===== src/rtl/fw_weight_seq.sv =====
// fw_weight_seq: streams binary-weight rows from a combinational ROM to a
// ready/valid consumer, repeating a window of num_words rows num_passes times.
// Optional feature macro: FW_SEQ_POPCNT_EN adds a registered popcount of
// each emitted word on w_popcnt.
module fw_weight_seq #(
   parameter int WIDTH_A = 12,
   parameter int DEPTH   = 80,
   parameter int WIDTH_D = 40
) (
   input  logic               clk,
   input  logic               rst_n,
   input  logic               start,
   input  logic               abort,
   input  logic [WIDTH_A-1:0] base_addr,
   input  logic [WIDTH_A-1:0] num_words,
   input  logic [7:0]         num_passes,
   output logic [WIDTH_A-1:0] rom_addr,
   input  logic [WIDTH_D-1:0] rom_coef,
   output logic [WIDTH_D-1:0] w_data,
   output logic               w_valid,
   input  logic               w_ready,
   output logic               w_last,
   output logic               busy,
   output logic               done
`ifdef FW_SEQ_POPCNT_EN
   ,
   output logic [5:0]         w_popcnt
`endif
);

   typedef enum logic [1:0] {IDLE, RUN, DRAIN} state_e;

   state_e               state_q, state_d;
   logic [WIDTH_A-1:0]   rom_addr_q, rom_addr_d;
   logic [WIDTH_A-1:0]   base_q, base_d;
   logic [WIDTH_A-1:0]   nwords_q, nwords_d;
   logic [7:0]           npasses_q, npasses_d;
   logic [WIDTH_A-1:0]   word_cnt_q, word_cnt_d;
   logic [7:0]           pass_cnt_q, pass_cnt_d;
   logic [WIDTH_D-1:0]   w_data_q, w_data_d;
   logic                 w_valid_q, w_valid_d;
   logic                 w_last_q, w_last_d;
   logic                 done_q, done_d;
   logic                 load;
   logic [WIDTH_A-1:0]   base_mod;
   logic                 word_last, pass_last;

   // Out-of-range base addresses fold back into the ROM.
   assign base_mod  = WIDTH_A'(32'(base_addr) % DEPTH);
   assign word_last = (word_cnt_q == nwords_q - WIDTH_A'(1));
   assign pass_last = (pass_cnt_q == npasses_q - 8'd1);

   // Next-state and datapath decisions; abort outranks the handshake.
   always_comb begin
      state_d    = state_q;
      rom_addr_d = rom_addr_q;
      base_d     = base_q;
      nwords_d   = nwords_q;
      npasses_d  = npasses_q;
      word_cnt_d = word_cnt_q;
      pass_cnt_d = pass_cnt_q;
      w_data_d   = w_data_q;
      w_valid_d  = w_valid_q;
      w_last_d   = w_last_q;
      done_d     = 1'b0;
      load       = 1'b0;
      case (state_q)
         IDLE: begin
            if (start) begin
               if (num_words == '0 || num_passes == '0) begin
                  // Empty job: acknowledge immediately, emit nothing.
                  done_d = 1'b1;
               end else begin
                  base_d     = base_mod;
                  nwords_d   = num_words;
                  npasses_d  = num_passes;
                  rom_addr_d = base_mod;
                  word_cnt_d = '0;
                  pass_cnt_d = '0;
                  state_d    = RUN;
               end
            end
         end
         RUN: begin
            if (abort) begin
               state_d   = IDLE;
               w_valid_d = 1'b0;
               w_last_d  = 1'b0;
            end else if (!w_valid_q || w_ready) begin
               load      = 1'b1;
               w_data_d  = rom_coef;
               w_valid_d = 1'b1;
               w_last_d  = word_last;
               if (word_last) begin
                  // Restart the window for the next pass without a bubble.
                  word_cnt_d = '0;
                  rom_addr_d = base_q;
                  if (pass_last) state_d = DRAIN;
                  else           pass_cnt_d = pass_cnt_q + 8'd1;
               end else begin
                  word_cnt_d = word_cnt_q + WIDTH_A'(1);
                  rom_addr_d = (rom_addr_q == WIDTH_A'(DEPTH - 1)) ? '0
                                                                  : rom_addr_q + WIDTH_A'(1);
               end
            end
         end
         DRAIN: begin
            if (abort) begin
               state_d   = IDLE;
               w_valid_d = 1'b0;
               w_last_d  = 1'b0;
            end else if (w_ready) begin
               state_d   = IDLE;
               w_valid_d = 1'b0;
               w_last_d  = 1'b0;
               done_d    = 1'b1;
            end
         end
         default: state_d = IDLE;
      endcase
   end

   // State and datapath registers.
   always_ff @(posedge clk or negedge rst_n) begin
      if (!rst_n) begin
         state_q    <= IDLE;
         rom_addr_q <= '0;
         base_q     <= '0;
         nwords_q   <= '0;
         npasses_q  <= '0;
         word_cnt_q <= '0;
         pass_cnt_q <= '0;
         w_data_q   <= '0;
         w_valid_q  <= 1'b0;
         w_last_q   <= 1'b0;
         done_q     <= 1'b0;
      end else begin
         state_q    <= state_d;
         rom_addr_q <= rom_addr_d;
         base_q     <= base_d;
         nwords_q   <= nwords_d;
         npasses_q  <= npasses_d;
         word_cnt_q <= word_cnt_d;
         pass_cnt_q <= pass_cnt_d;
         w_data_q   <= w_data_d;
         w_valid_q  <= w_valid_d;
         w_last_q   <= w_last_d;
         done_q     <= done_d;
      end
   end

`ifdef FW_SEQ_POPCNT_EN
   logic [5:0] popcnt_q, popcnt_d;

   // Popcount of the ROM word, captured with the same enable as w_data.
   always_comb begin
      popcnt_d = popcnt_q;
      if (load) begin
         popcnt_d = '0;
         for (int i = 0; i < WIDTH_D; i++) popcnt_d = popcnt_d + 6'(rom_coef[i]);
      end
   end

   // Popcount register.
   always_ff @(posedge clk or negedge rst_n) begin
      if (!rst_n) popcnt_q <= '0;
      else        popcnt_q <= popcnt_d;
   end

   assign w_popcnt = popcnt_q;
`endif

   assign rom_addr = rom_addr_q;
   assign w_data   = w_data_q;
   assign w_valid  = w_valid_q;
   assign w_last   = w_last_q;
   assign done     = done_q;
   assign busy     = (state_q != IDLE);

endmodule


===== config.mk =====
export PLATFORM = sky130hd
export DESIGN_NAME = fw_weight_seq
export DESIGN_NICKNAME = d
export VERILOG_FILES = /design/src/rtl/fw_weight_seq.sv
export SDC_FILE = /design/constraint.sdc
export NUM_CORES = 1
export LEC_CHECK = 0
export ABC_AREA = 1
export CAP_MARGIN = 25
export CORE_MARGIN = 2
export CORE_UTILIZATION = 35
export DETAILED_ROUTE_END_ITERATION = 8
export SLEW_MARGIN = 20
export SYNTH_ARGS = -nofsm -noshare
export SYNTH_HDL_FRONTEND = slang
export SYNTH_SLANG_ARGS = --single-unit

===== constraint.sdc =====
create_clock -name clk -period 4.9 [get_ports clk]
set_input_delay 1.47 -clock clk [delete_from_list [all_inputs] [get_ports clk]]
set_output_delay 1.47 -clock clk [all_outputs]
set_load 0.005 [all_outputs]

* Word level (Yosys, flattened, before mapping)
Cells that the tools add are included.
** Word-level totals
- Register bits :: 109
- Bits of input ports :: 77
- Output and inout port bits :: 56
- Logic and storage cells :: 91
** Cells by class
- Add/sub/neg operators :: 5
- Div/mod/pow operators :: 1
- Equality and inequality tests :: 15
- Muxes and demuxes :: 42
- Bitwise logic cells :: 2
- Reductions and logical operators :: 15
** Operators by type and width (count)
- 12-bit two-way mux :: 11
- 8-bit two-way mux :: 6
- 12-bit one-hot mux with 2 select lines :: 2
- 12-bit by 7-bit modulo with 32-bit output, second input constant :: 1
- 12-bit by 1-bit adder with 12-bit output, second input constant :: 2
- 2-bit two-way mux :: 8
- 8-bit one-hot mux with 2 select lines :: 1
- 12-bit == test :: 1
- 12-bit by 7-bit == test with 1-bit output, second input constant :: 1
- 12-bit logical NOT :: 1
- 2-bit != test, second input constant :: 6
- 3-bit != test, second input constant :: 4
- 12-bit by 1-bit subtractor with 12-bit output, second input constant :: 1
- 1-bit two-way mux :: 10
- 3-bit AND reduction :: 3
- 8-bit by 1-bit adder with 8-bit output, second input constant :: 1
- 8-bit == test :: 1
- 8-bit logical NOT :: 1
- 8-bit by 1-bit subtractor with 8-bit output, second input constant :: 1
- 7-bit AND reduction :: 1
- 1-bit one-hot mux with 2 select lines :: 3
- 2-bit one-hot mux with 3 select lines :: 1
- 6-bit AND reduction :: 1
- 2-bit nonzero test :: 3
- other kinds (7) :: 9

* Longest topological paths before layout
Gate-level depths: netlist of the first run.
- Depth in word-level cells :: 7
- Gate-level depth with buffers :: 32
- Depth with buffers taken out :: 32

* Least setup slack after synthesis of the first run
Ideal clock, no wire load.
- Path type :: input-to-reg
- From :: in base_addr[9]
- To :: reg rom_addr_q[4] (netlist: rom_addr[4])
- Setup time :: 121 ps
- Arrival :: 4382 ps
- Required time :: 4779 ps
- Slack :: 397 ps
- Stages :: 27
- Buffers on the path :: 0
- Cell sequence :: inv_1 > nand2_2 > ha_1 > o21ai_2 > nand2_1 > clkinv_1 > nand3_2 > nand2_1 > nand2_2 > nor2_4 > nand3_4 > nand3_1 > nand2_2 > nor2_8 > nand3_4 > nand2_2 > nand3_4 > nor2_4 > nand3_4 > nand2_2 > nand3_2 > nor2_4 > nand4_4 > nand2_1 > nand2_1 > o21bai_1 > nand2_1
** Between the ends
- Cells in the longest elaborated chain, start to end :: 4
** RTL lines
- start, declared :: line 14 : input logic [WIDTH_A-1:0] base_addr,
- 12-bit by 7-bit modulo with 32-bit output :: line 49 : assign base_mod = WIDTH_A'(32'(base_addr) % DEPTH);
- 12-bit two-way mux :: line 70 : if (num_words == '0 || num_passes == '0) begin
- 12-bit two-way mux :: line 69 : if (start) begin
- 12-bit one-hot mux with 2 select lines :: line 67 : case (state_q)
- end signal, assigned :: line 139 : rom_addr_q <= rom_addr_d;
- end, declared :: line 34 : logic [WIDTH_A-1:0] rom_addr_q, rom_addr_d;
No other way between the ends. The select of a mux whose other input is x is not followed.
A chain may end at the register's enable or synchronous reset.

* Worst setup path after layout of the first run
Ends and elaborated chain as after synthesis.

==> metrics.md, run 1 <==
| Metric | Value |
|---|---|
| Compound-Gate Fraction of Synth Area | `7.76%` |
| CP Launch Type | `input pin` |
| IO Port Bufs | `132` |
| Pwr/cell area | `522 nW/um^2` |
| Drt first-iter violations | `291` |
| Pin count of the biggest net entering global routing | `77` |
| Worst Setup End Kind | `flip-flop` |
| WL per Instance | `13.1 um` |
| Sw Share | `41.1%` |
| CTS HTree Levels | `3` |
| Sequential share of power | `32.2%` |
| Final Non-Filler Cells | `1,323` |
| Clk root buf | `clkbuf_16` |
| Top cell type's share of synthesized area | `41.1%` |
| DRC errors left | `0` |
| Clk buf depth | `2` |
| Detail Placement HPWL | `12,600 um` |
| Yosys reg bits | `109` |
| Synth Instances | `901` |
| Antenna violations before repair | `0` |
| Status | `completed` |
| Post-synth cell types | `46` |
| Vias in the first global route | `6,010` |
| FFs w/ async S/R, synth | `100%` |
| Worst-skew pair later-pin latency | `0.36 ns` |
| CP Data Required Time | `5.14 ns` |
| Final Max Slew Viols | `0` |
| Std cell rows | `50` |
| Fillers | `1,850` |
| P_int | `2790 uW` |
| Post-Synth Adder-Cell Area | `1.13%` |
| Simple-gate portion of the synthesized area | `36.6%` |
| DR vias | `6,173` |
| Syn nets | `984` |
| Core area | `18,600 um^2` |
| First-pass GRT wire length | `28,600 um` |
| Slew headroom | `53.9%` |
| Starting density of the core | `35.6%` |
| Unrepaired setup endpoints after global routing | `no` |
| Syn avg cell area | `7.36 um^2` |
| Die Span X | `142 um` |
| Tmin final | `4.58 ns` |
| Layout area overhead | `36.7%` |
| Inst Count DP | `1,299` |
| Nets@finish | `1,167` |
| Num CTS Buffers | `9` |
| Leakage Power | `0.00445 uW` |
| Gr ovfl total | `0` |
| Reg clk slew, reported paths | `0.07 ns` |
| Final setup vio count | `0` |
| Worst VDD drop | `0.199 mV` |
| Setup ws final | `0.321 ns` |
| Worst-case hold slack | `0.471 ns` |
| Num Clock Sinks | `109` |
| Antenna viol nets, final | `0` |
| Clock skew | `0.00691 ns` |
| Syn Std Cell Area | `6630 um^2` |
| Overall routing resource usage | `17.5%` |
| DRT Pass-1 Iters | `5` |
| Post-synthesis xor/xnor area fraction | `5.81%` |
| Largest family of logic cells by synthesized area | `simple AND/OR/NAND/NOR gates` |
| Worst reg-to-reg path cell count | `23` |
| Fmax | `218 MHz` |
| Post-synth EDFFs | `0` |
| CP Class | `input pin to flip-flop` |
| Worst-Margin Slew | `0.685 ns` |
| Vias per Instance | `4.67` |
| Pre-CTS WS | `-0.392 ns` |
| Commonest cells in the netlist | `nand2_1, dfrtp_1, inv_1, nor2_1, o21ai_0` |
| Clock share of power | `15.1%` |
| Most used DFF post-synth | `dfrtp_1` |
| CP Max Fanout | `7` |
| Comb pwr share | `52.8%` |
| Synth top area cells | `dfrtp_1, nand2_1, inv_1` |
| # IOs | `133` |
| Max-Cap Viols | `0` |
| Fin util | `48.6%` |
| Syn. warnings | `0` |
| P_sw | `1950 uW` |
| Die Y | `142 um` |
| Layout cells sized above 1 | `14.9%` |
| Hold path depth | `2` |
| Hold Crit Class | `flip-flop to flip-flop` |
| Most frequent cell after synthesis | `nand2_1` |
| Mux contribution to synthesized area | `0%` |
| CTS tree | `yes` |
| Die Area | `20,100 um^2` |
| Fin. Hold Viols | `0` |
| Final antenna diode count | `0` |
| Final wirelength | `17,300 um` |
| Crit path DAT | `4.82 ns` |
| Final period utilization | `93.4%` |
| Synth area leader | `dfrtp_1` |
| Post-synthesis sequential area ratio | `41.1%` |
| Placer's final routability congestion estimate | `0.807` |
final timing paths:
path	end	slack, ns	from
worst max register to register	pass_cnt_q[7]	1.24	nwords_q[2]
min in group asynchronous	npasses_q[7]	1.05	rst_n
worst max-delay path	rom_addr[4]	0.32	base_addr[9]
worst min register to register	w_data[23]	0.47	w_data[23]
worst min-delay path	w_data[23]	0.47	w_data[23]
max in group asynchronous	w_data[33]	3.22	rst_n
flip-flops by register name, indices dropped and copies added (netlist names):
name        count
w_data         40
rom_addr       12
done            1
base_q         12
w_last          1
pass_cnt_q      8
state_q         2
w_valid         1
word_cnt_q     12
npasses_q       8
nwords_q       12
metal layers:
layer / part of all wire (%) / global-route usage (%)
met5: 0 / 0
met4: 1.3 / 4.79
met3: 3.5 / 3.61
met2: 48 / 28.9
met1: 47 / 23.3
cells by family (layout without fill, tap and decap cells):
family / Yosys count / after routing
XOR/XNOR: 44 / 44
adder cells (fa/ha/maj): 6 / 6
flip-flops: 109 / 109
AND/OR/NAND/NOR: 520 / 522
buffers and inverters: 130 / 316
AO/OA/AOI/OAI: 92 / 92
cell usage in the layout, fill, tap and decap left out, types with 7 or more instances in the layout:
master             n
nand4_1           22
buf_4             62
clkbuf_16          9
nand2_1          303
inv_2              8
nand3_1           33
a21oi_1           25
xor2_1            34
dfrtp_1          109
nand3_4            7
o21ai_0           41
nand2_2           24
nand2_4            8
nor3_1            15
inv_1             95
clkdlybuf4s50_1  128
nor4_1            15
xnor2_1           10
nand3_2           12
nor2_1            56
final cells by class:
type                    instances  area [um^2]  share of cell area, %
well taps                     234          293                   3.23
flip-flops and latches        109         2730                   30.1
clock inverters                 6         45.0                  0.497
inverters                     106          402                   4.43
multi-input cells             664         3550                   39.1
clock buffers                  10          239                   2.64
repair buffers                194         1810                   20.0
what timing repair did:
item / CTS / global route
gates resized for setup: 1 / 36
gates cloned: 0 / 2
buffers inserted: 0 / 5
setup endpoints to repair: 4 / 16
hold buffers: 0 / 0
pin swaps: 0 / 25
endpoints found under the hold margin: 0 / 0
through the flow:
step / total power, uW / TNS [ns] / instance area (um^2)
after CTS: 4730 / 0 / 8860
after global placement: 3960 / -3.87 / 8570
after floorplan: 2950 / 0 / 6630
after detailed placement: 3980 / -5.60 / 8570
after global routing: 5180 / 0 / 9070
final: 4740 / 0 / 9070
power groups by stage:
stage / Combinational [uW] / Clock, uW / Sequential (uW)
4_1_cts: 2460 / 742 / 1520
2_1_floorplan: 1440 / 0 / 1500
3_5_place_dp: 2450 / 0 / 1530
6_report: 2500 / 713 / 1520
5_1_grt: 2830 / 770 / 1580
3_3_place_gp: 2430 / 0 / 1530
critical path, cell delays in order:
cell	delay, ns
dlymetal6s2s_1	0.14
inv_2	0.08
nand2_2	0.07
ha_4	0.23
o21ai_4	0.17
nand2_2	0.10
inv_2	0.08
nand3_2	0.07
nand2_2	0.09
nand2_2	0.07
nor2_4	0.17
nand3_4	0.15
nand3_2	0.10
nand2_2	0.11
nor2_8	0.15
nand3_4	0.15
nand3_2	0.13
nand3_4	0.09
nor2_4	0.15
nand3_4	0.16
nand3_4	0.12
nand2_2	0.07
nor2_4	0.14
nand4_4	0.18
nand2_2	0.11
nand2_1	0.07
o21bai_1	0.14
nand2_1	0.06
(Power assumes the default switching activity.)
==> run 2: changes to the inputs <==
Settings changed: DONT_BUFFER_PORTS set to 1.
Clock period 4.9 ns to 3.7 ns, I/O delays scaled along.
==> run 2 against run 1 <==
  * Critical path depth decreased by 2
  * Wire length down 3.9%
  * Design area fell by 12%
  * Critical endpoint is now base_q[8]
  * The run now ends with setup timing left
  * Core utilization is 5.8 points lower
  * Clock power up 42%
  * Critical path type unchanged
  * Non-clock buffer count down 131
  * Hold slack got worse by 0.022 ns
  * Sequential share of layout area up 4.1 points
==> metrics.md, run 2 (synthesized netlist as in run 1, its figures left out) <==
| Metric | Value |
|---|---|
| Total power | `5880 uW (+24%)` |
| Worst VDD drop | `0.298 mV (+50%)` |
| Pin count of the biggest net entering global routing | `110 (+43%)` |
| Num Clock Sinks | `109 (unchanged)` |
| # IOs | `133 (unchanged)` |
| Multi-input logic area | `3710 um^2 (+4.5%)` |
| Clock share of power | `17.2% (+2.1 points)` |
| First-pass GRT wire length | `26,600 um (-6.8%)` |
| Status | `finished, violations left` |
| Final wirelength | `16,700 um (-3.9%)` |
| Fin. Hold Viols | `0 (unchanged)` |
| Layout cells sized above 1 | `18.2% (+3.4 points)` |
| Setup ws final | `-0.258 ns (-0.580 ns)` |
| Die Area | `20,100 um^2 (unchanged)` |
| Layout area overhead | `20.4%` |
| Final antenna diode count | `0 (unchanged)` |
| Reg clk slew, reported paths | `0.07 ns (about the same)` |
| CP Max Fanout | `7 (unchanged)` |
| R2R Path End | `pass_cnt_q[7]` |
| Post-route cell area | `7980 um^2 (-12%)` |
| Fmax | `253 MHz` |
| Cell Area, Placed | `7340 um^2 (-14%)` |
| Worst r2r src | `nwords_q[0]` |
| Worst-Margin Slew | `0.709 ns (+0.0247 ns)` |
| CP Launch Type | `input pin` |
| Pre-CTS WS | `-0.547 ns (-0.155 ns)` |
| Antenna viol nets, final | `0 (unchanged)` |
| Slew headroom | `52.3% (-1.7 points)` |
| Crit path DAT | `4.20 ns (-0.62 ns)` |
| Final period utilization | `107%` |
| Worst-skew pair later-pin latency | `0.36 ns (about the same)` |
| # hold bufs at CTS | `0 (unchanged)` |
| Commonest cells after routing, fill and taps aside | `nand2_1, dfrtp_1, inv_1, buf_4, nor2_1` |
| Tmin final | `3.96 ns` |
| Worst Setup End Kind | `flip-flop` |
| Unrepaired setup endpoints after global routing | `yes` |
| Failing checks | `setup timing` |
| Fin util | `42.8% (-5.8 points)` |
| CP Data Required Time | `3.94 ns (-1.20 ns)` |
| Drt first-iter violations | `336 (+15%)` |
| Fillers | `1,881 (+1.7%)` |
| CP max-delay cell | `ha_4` |
| Worst-case hold slack | `0.449 ns (-0.0217 ns)` |
| Leading cell type in the layout, fill and taps excluded | `nand2_1` |
| Placer's final routability congestion estimate | `0.795 (-1.5%)` |
| Leakage Power | `0.00397 uW (-11%)` |
| Die Span X | `142 um (unchanged)` |
| Worst reg-to-reg path cell count | `18 (-22%)` |
| Vias in the first global route | `5,452 (-9.3%)` |
| Starting density of the core | `35.6% (unchanged)` |
| Clk root buf | `clkbuf_16` |
| Antenna violations before repair | `0 (unchanged)` |
| Overall routing resource usage | `16.4% (-1.1 points)` |
| P_int | `3340 uW (+20%)` |
| CTS tree | `yes` |
| Nets@finish | `1,035 (-11%)` |
| Hold Crit Class | `input pin to asynchronous set/reset pin` |
| WL per Instance | `14.0 um (+7.0%)` |
| Sequential share of power | `36.3% (+4.1 points)` |
| Detail Placement HPWL | `12,000 um (-4.5%)` |
| Final setup vio count | `16 (+16)` |
| Clock skew | `0.00940 ns (+0.00249 ns)` |
| Pwr/cell area | `737 nW/um^2 (+41%)` |
| Register Area | `2730 um^2 (unchanged)` |
| Sw Share | `43.2% (+2.0 points)` |
| Max-Cap Viols | `0 (unchanged)` |
| Core area | `18,600 um^2 (unchanged)` |
| Gr ovfl total | `0 (unchanged)` |
| Die Y | `142 um (unchanged)` |
| Max reg flops | `40 (unchanged)` |
| Num CTS Buffers | `9 (unchanged)` |
| DRC errors left | `0 (unchanged)` |
| CTS HTree Levels | `3 (unchanged)` |
| Clk buf depth | `2 (unchanged)` |
| Reg2Reg Setup Slack | `0.51 ns (-0.73 ns)` |
| Std cell rows | `50 (unchanged)` |
| IO Port Bufs | `0 (-100%)` |
| Comb pwr share | `46.5% (-6.3 points)` |
| P_sw | `2540 uW (+30%)` |
| DRT Pass-1 Iters | `6 (+1)` |
| Final Max Slew Viols | `0 (unchanged)` |
| CP Class | `input pin to flip-flop` |
| Vias per Instance | `4.87 (+4.3%)` |
| Crit-path max cell delay | `0.22 ns (about the same)` |
| DR vias | `5,782 (-6.3%)` |
-- run 2: power groups by stage --
| stage | combinational (uW) | clock [uW] | sequential, uW |
|---|---|---|---|
| after floorplan | 1950 | 0 | 1990 |
| after global placement | 2490 | 0 | 2150 |
| after detailed placement | 2540 | 0 | 2150 |
| after CTS | 2610 | 1050 | 2140 |
| after global routing | 3100 | 1100 | 2200 |
| final | 2740 | 1010 | 2140 |
-- run 2: final cells by class --
type                       count  share of cell area [%]
clock buffer                   9                    2.82
clock inverter                 4                   0.956
inverter                     106                    5.78
multi-input combinational    663                    46.5
sequential                   109                    34.2
tap                          234                    3.67
timing repair buffer          63                    6.11
-- run 2: worst max-delay path by stage --
stage / end / startpoint / slack (ns)
after global placement: rom_addr[8] / base_addr[9] / -0.47
after CTS: rom_addr[4] / base_addr[9] / -0.12
after global routing: rom_addr[8] / base_addr[10] / -0.55
final: base_q[8] / base_addr[10] / -0.26
after floorplan: rom_addr[4] / base_addr[10] / -0.29
after detailed placement: rom_addr[8] / base_addr[9] / -0.55
-- run 2: repair_timing --
item | 4_1_cts | 5_1_grt
setup endpoints to repair | 16 | 18
gates cloned | 1 | 0
pin swaps | 23 | 19
buffers inserted | 8 | 3
gates resized for setup | 19 | 41
-- run 2: through the flow --
step           cells  TNS (ns)
6_report        1188     -3.47
5_1_grt         1188     -7.58
4_1_cts         1185     -1.59
3_5_place_dp    1163     -8.14
3_3_place_gp    1163     -6.80
2_1_floorplan    901     -3.55
-- run 2: critical path: cells and delay by family --
family	cells	cell delay, ns
buffers and inverters	3	0.29
AO/OA/AOI/OAI	1	0.18
adder cells (fa/ha/maj)	1	0.22
AND/OR/NAND/NOR	21	2.38
-- run 2: metal layers --
layer,global-route usage [%],part of all wire [%],vias to the layer above
met3,4.52,4.7,16
li1,-,-,2982
met4,3.89,1.2,0
met5,0,0,-
met1,21.8,46,2685
met2,26.7,48,99
